[config.mk]
export PLATFORM = sky130hd
export DESIGN_NAME = pc_next_unit
export DESIGN_NICKNAME = d
export VERILOG_FILES = /design/src/rtl/pc_next_unit.sv
export SDC_FILE = /design/constraint.sdc
export NUM_CORES = 1
export LEC_CHECK = 0
export CAP_MARGIN = 20
export CORE_ASPECT_RATIO = 1.1
export CORE_MARGIN = 10
export CORE_UTILIZATION = 30
export DETAILED_ROUTE_END_ITERATION = 16
export GPL_TIMING_DRIVEN = 0
export SLEW_MARGIN = 20
export SYNTH_ARGS = -nofsm -noshare
export SYNTH_HDL_FRONTEND = slang
export SYNTH_SLANG_ARGS = --single-unit
[constraint.sdc]
create_clock -name clk -period 1.71 [get_ports clk]
set_input_delay 0.342 -clock clk [delete_from_list [all_inputs] [get_ports clk]]
set_output_delay 0.342 -clock clk [all_outputs]
set_load 0.05 [all_outputs]
[src/rtl/pc_next_unit.sv]
// Next-PC generator: prioritised redirect select, PC register, and one-deep buffer for redirects seen during stall.
// Optional target alignment check is enabled by defining PC_ALIGN_CHECK_EN.
module pc_next_unit #(
    parameter int              WIDTH    = 32,
    parameter int              NSRC     = 4,
    parameter int              INC      = 4,
    parameter logic [WIDTH-1:0] RESET_PC = 'h0000_3000
) (
    input  logic                       clk,
    input  logic                       rst_n,
    input  logic                       stall,
    input  logic [NSRC-1:0]            req,
    input  logic [NSRC*WIDTH-1:0]      tgt,
    output logic [WIDTH-1:0]           pc,
    output logic                       pc_valid,
    output logic [$clog2(NSRC+1)-1:0]  sel,
    output logic                       redirect_taken,
    output logic                       pend,
    output logic                       misalign
);

    localparam int SW = $clog2(NSRC + 1);

    logic [WIDTH-1:0] tgt_arr [NSRC];
    logic             any_req;
    logic [SW-1:0]    win_sel;
    logic [WIDTH-1:0] win_tgt;
    logic [SW-1:0]    load_sel;
    logic [WIDTH-1:0] load_tgt;
    logic [WIDTH-1:0] load_pc;

    logic [WIDTH-1:0] pc_reg;
    logic             pc_valid_reg;
    logic [SW-1:0]    sel_reg;
    logic             redirect_taken_reg;
    logic             pend_reg;
    logic [WIDTH-1:0] pend_tgt_reg;
    logic [SW-1:0]    pend_sel_reg;

    generate
        for (genvar gi = 0; gi < NSRC; gi++) begin : g_unpack
            assign tgt_arr[gi] = tgt[gi*WIDTH +: WIDTH];
        end
    endgenerate

    // Ascending scan so the highest requesting index wins.
    always_comb begin
        any_req = |req;
        win_sel = '0;
        win_tgt = '0;
        for (int k = 0; k < NSRC; k++) begin
            if (req[k]) begin
                win_sel = SW'(k + 1);
                win_tgt = tgt_arr[k];
            end
        end
    end

    // Pending selector is stored as index+1 so NSRC=1 needs no zero-width field.
    always_comb begin
        load_tgt = any_req ? win_tgt : pend_tgt_reg;
        load_sel = any_req ? win_sel : pend_sel_reg;
`ifdef PC_ALIGN_CHECK_EN
        load_pc  = {load_tgt[WIDTH-1:2], 2'b00};
`else
        load_pc  = load_tgt;
`endif
    end

    always_ff @(posedge clk or negedge rst_n) begin
        if (!rst_n) begin
            pc_reg             <= RESET_PC;
            pc_valid_reg       <= 1'b0;
            sel_reg            <= '0;
            redirect_taken_reg <= 1'b0;
            pend_reg           <= 1'b0;
            pend_tgt_reg       <= '0;
            pend_sel_reg       <= '0;
        end else begin
            pc_valid_reg <= 1'b1;
            if (stall) begin
                sel_reg            <= '0;
                redirect_taken_reg <= 1'b0;
                if (any_req) begin
                    pend_reg     <= 1'b1;
                    pend_tgt_reg <= win_tgt;
                    pend_sel_reg <= win_sel;
                end
            end else if (any_req || pend_reg) begin
                pc_reg             <= load_pc;
                sel_reg            <= load_sel;
                redirect_taken_reg <= 1'b1;
                pend_reg           <= 1'b0;
            end else begin
                pc_reg             <= pc_reg + WIDTH'(INC);
                sel_reg            <= '0;
                redirect_taken_reg <= 1'b0;
            end
        end
    end

`ifdef PC_ALIGN_CHECK_EN
    logic misalign_reg;

    always_ff @(posedge clk or negedge rst_n) begin
        if (!rst_n) begin
            misalign_reg <= 1'b0;
        end else if (stall) begin
            misalign_reg <= 1'b0;
        end else begin
            misalign_reg <= (any_req || pend_reg) && (|load_tgt[1:0]);
        end
    end

    assign misalign = misalign_reg;
`else
    assign misalign = 1'b0;
`endif

    assign pc             = pc_reg;
    assign pc_valid       = pc_valid_reg;
    assign sel            = sel_reg;
    assign redirect_taken = redirect_taken_reg;
    assign pend           = pend_reg;

endmodule

# == Word level (Yosys, flattened, before mapping) ==
# Index checks and enable logic that the tools add are counted.
# word_totals
reg_bits,73
latchBits,0
mem_bits_rw,0
romBits,0
in_bits,135
output_inout_bits,39
word_cells,31
mem_count,0
# op_classes
add_sub_neg,1
n_mul,0
div,0
order_cmp,0
n_eq_ne,1
n_shift,0
muxes,18
bitwise,0
reduce_logical,4
# ops
cell,count
32-bit 2-to-1 mux,6
"32-bit by 3-bit adder with 32-bit output, second input constant",1
3-bit 2-to-1 mux,5
1-bit 2-to-1 mux,6
4-bit OR reduction,1
2-bit 2-to-1 mux,1
"2-bit by 1-bit inequality test with 1-bit output, second input constant",1
2-bit AND reduction,1
2-bit nonzero test,1
1-bit logical OR,1

# == Longest topological paths before layout ==
# logic_depth
word_depth,7
ltp_mapped,8
ltp_nobuf,6

# == Worst setup path after synthesis ==
# OpenSTA, ideal clock, no wires.
# synth_path
path_type,register to register
start,"register pc_reg[10], in the netlist pc[10]"
end,"register pc_reg[31], in the netlist pc[31]"
setup_time_ns,0.126
t_arrival_ns,2.053
setup_slack_ns,-0.470
stages_incl_launch_ff,6
period_less_slack_ns,2.180
path_cell_list,dfrtp_1 > nand3_1 > nor4_4 > and2_1 > a21oi_1 > a311o_1
# synth_between
elab_chain_cells,2
# synth_lines
element,line,rtl
start: declaration,32,logic [WIDTH-1:0] pc_reg;
start signal: assignment,90,pc_reg <= load_pc;
start signal: assignment,95,pc_reg <= pc_reg + WIDTH'(INC);
32-bit by 3-bit adder with 32-bit output,95,
32-bit 2-to-1 mux,89,end else if (any_req || pend_reg) begin
# Every way passes these cells.
# A chain may end at the register's enable or synchronous reset.

# == Worst setup path in the final report ==
# layout_path
start,"register pc_reg[13], in the netlist pc[13]"
end,"register pc_reg[23], in the netlist pc[23]"
# Same word-level chain as after synthesis.

==> impl_results.md <==
- Status: complete, but fails checks
- Failing checks: negative setup slack
- First-pass GRT wire length: 30.68 mm
- RSZ-0062 raised after global routing: yes
- FF-to-FF Start: pc[13]
- H-tree levels: 3
- GPL Wtd Cong: 0.9063
- Switching part of the total: 0.3311
- Final setup margin: -0.09965 ns
- WHS: 0.4521 ns
- DRC: 0
- Ports: 174
- All-Layer GR Usage: 0.1917
- Setup TNS: -0.3313 ns
- Sequential Power Share: 0.352
- Core Area: 0.01456 mm^2
- Clock share of power: 0.354
- Total chip power: 6242 uW
- Gate count after technology mapping: 517
- Clk_lat worst skew: 0.34 ns
- Sw power: 2067 uW
- DR pass1 iterations: 5
- Ys async rst share: 1.000
- Seq/Total Area, Yosys: 0.4055
- Dominant synthesized flop cell: dfrtp_1
- Clk buf depth: 2
- CP Max Fanout: 7
- GRT overflow: 0
- Fillers: 1,341
- Mean Syn Cell Area: 8.725 um^2
- Slew margin rel.: 0.5663
- Cell variety after synth: 56
- Setup violators final: 7
- DR WL/cell: 21.99 um
- Internal power: 4176 uW
- Clock transition at path regs: 0.06 ns
- Area Overhead vs Synth: 64.60%
- Final #Nets: 861
- R2r setup slk: -0.1 ns
- Initial antenna violation count: 0
- Leakage: 0.003001 uW
- Finished Layout Cells: 922
- Tmin final: 1.810 ns
- Required @ worst endpoint: 1.97 ns
- Post-synth EDFFs: 0
- Fmax: 552.6 MHz
- CTS Sinks: 73
- Worst slew pin tran: 0.6505 ns
- ANT cells: 0
- CP Launch Type: flop
- DR iter-0 viols: 490
- WL final: 20.27 mm
- Synthesized flop and latch total: 73
- Post-route antenna net violation count: 0
- Largest net degree at the start of global routing: 53
- IO Port Bufs: 172
- Capturing point of the worst reg2reg path: pc[23]
- Die H: 148.6 um
- Slew Limit Fails: 0
- HPWL Detailed: 15.45 mm
- Layout cells sized above 1: 0.2466
- Vias per cell: 5.646
- Pwr/cell area: 840.8 mW/mm^2
- Syn nets: 653
- Die Wd: 136.9 um
- CTS tree: yes
- Vias in the first global route: 5,132
- Cells after DPL: 882
- Mapped cell area: 0.004511 mm^2
- Die area: 0.02034 mm^2
- Logic pwr share: 0.294
- Max_cap viols: 0
- Final Skew: 0.007525 ns
- CTS root buffer: clkbuf_16
- R2R depth: 6
- Via Count: 5,206
- CP Capture Type: flop
- Critical path class: reg -> reg
- Final period util: 1.058
- Initial Util: 0.3098
- Worst Hold Class: in -> async
- Final Hold Fails: 0
- VDD IR max: 0.0004597 V
- Syn. warnings: 0
- Rows: 46
- TritonCTS buffer count: 9
- Critical Path AT: 2.07 ns
## stage by stage
| stage | util | cell area (um^2) | setup slack [ns] |
|---|---|---|---|
| after CTS | 0.4925 | 7172 | -0.1690 |
| after global placement | 0.4476 | 6518 | -2.718 |
| after floorplan | - | 4556 | -0.3000 |
| after global routing | 0.5099 | 7425 | -0.1622 |
| final | 0.5099 | 7425 | -0.09965 |
| after detailed placement | 0.4493 | 6543 | -1.315 |
## power by group through the flow
stage | Clock (uW) | Combinational (uW) | Sequential [uW]
final | 2210 | 1840 | 2200
after global routing | 2310 | 1970 | 2230
after CTS | 2230 | 1760 | 2190
after detailed placement | 0 | 1750 | 2220
after global placement | 0 | 1720 | 2210
after floorplan | 0 | 567 | 2550
## layout by cell type (no fill, tap or decap), types with 6 or more instances in the layout
master	n
a21oi_1	23
a221o_1	6
a221oi_1	15
a221oi_2	23
a31oi_1	7
buf_2	8
buf_4	27
buf_6	9
clkbuf_16	9
clkbuf_2	17
clkbuf_4	7
clkdlybuf4s50_1	129
dfrtp_1	58
dfrtp_2	13
dlygate4sd2_1	28
inv_1	12
mux2_2	9
mux2i_1	10
nand2_1	52
nand3_1	10
nand4_1	8
nor2_1	42
nor3_1	23
nor3_2	6
o211ai_1	6
o21ai_0	28
o21ai_1	13
o22ai_1	11
o31ai_1	8
## repair_timing
| action | in CTS | in global routing |
|---|---|---|
| setup buffers | 12 | 12 |
| resized for setup | 127 | 70 |
| endpoints found under the setup margin | 110 | 66 |
| hold endpoints to repair | 21 | 0 |
| hold buffers | 1 | 0 |
| pin swaps | 10 | 11 |
| cloned | 1 | 0 |
## Yosys cell counts, drive strengths merged, types with 5 or more instances
cell type,count,share of area
mux2i,10,0.022
a31oi,7,0.0097
a21oi,24,0.027
buf,21,0.024
a221o,6,0.013
o31ai,8,0.013
nand4,10,0.021
o211ai,6,0.010
o22ai,11,0.015
or3,5,0.0069
dfrtp,71,0.39
nor4,8,0.021
inv,13,0.011
a211oi,5,0.0083
xnor2,5,0.0097
mux2,9,0.022
nor2,46,0.040
clkbuf,21,0.017
o21ai,44,0.049
a221oi,38,0.074
nor3,29,0.032
nand2,54,0.045
nand3,13,0.014
and2,6,0.0083
## cell type report
class                           instances  area [um^2]  area share
Sequential cell                        73         1849      0.2491
Multi-Input combinational cell        389         2779      0.3743
Inverter                               13        48.80    0.006572
Clock inverter                          6        105.1     0.01416
Timing Repair Buffer                  199         1897      0.2555
Tap cell                              192        240.2     0.03236
Clock buffer                           10        239.0     0.03219
Buffer                                 40        266.5     0.03589
## logic make-up (layout without fill, tap and decap cells)
family | count (synthesis) | after routing | synth area share
AOI/OAI and AO/OA | 172 | 172 | 0.2638
DFF | 73 | 73 | 0.4055
buffers and inverters | 55 | 268 | 0.05215
xor gates and xnor gates | 9 | 9 | 0.01747
muxes | 19 | 19 | 0.04466
other | 2 | 2 | 0.001665
adders and majority gates | 1 | 1 | 0.002773
and+or+nand+nor | 186 | 186 | 0.2119
## routing by layer
layer	wire length [um]	global-route usage	vias up	part of all wire
li1	-	-	2388	-
met1	8210	0.2420	2549	0.41
met2	10160	0.3161	239	0.50
met3	1512	0.04616	30	0.075
met4	393	0.05591	0	0.019
met5	0	0	-	0
## critical path, cell delays in order (launching register included)
cell	delay, ns
dfstp_4	0.64
nand4_4	0.17
nor4_4	0.18
buf_6	0.17
nand3_2	0.09
o311a_1	0.31
o22ai_1	0.16
## worst max path at each step
stage	from	end	depth (start not counted)
finish	pc[13]	pc[23]	6
global route	pc[13]	pc[23]	6
floorplan	pc[13]	pc[23]	5
detailed placement	req[1]	pc[22]	7
global placement	rst_n	pc[2]	1
CTS	pc[13]	pc[23]	6
Note: power is estimated with default switching activity, not from simulation.
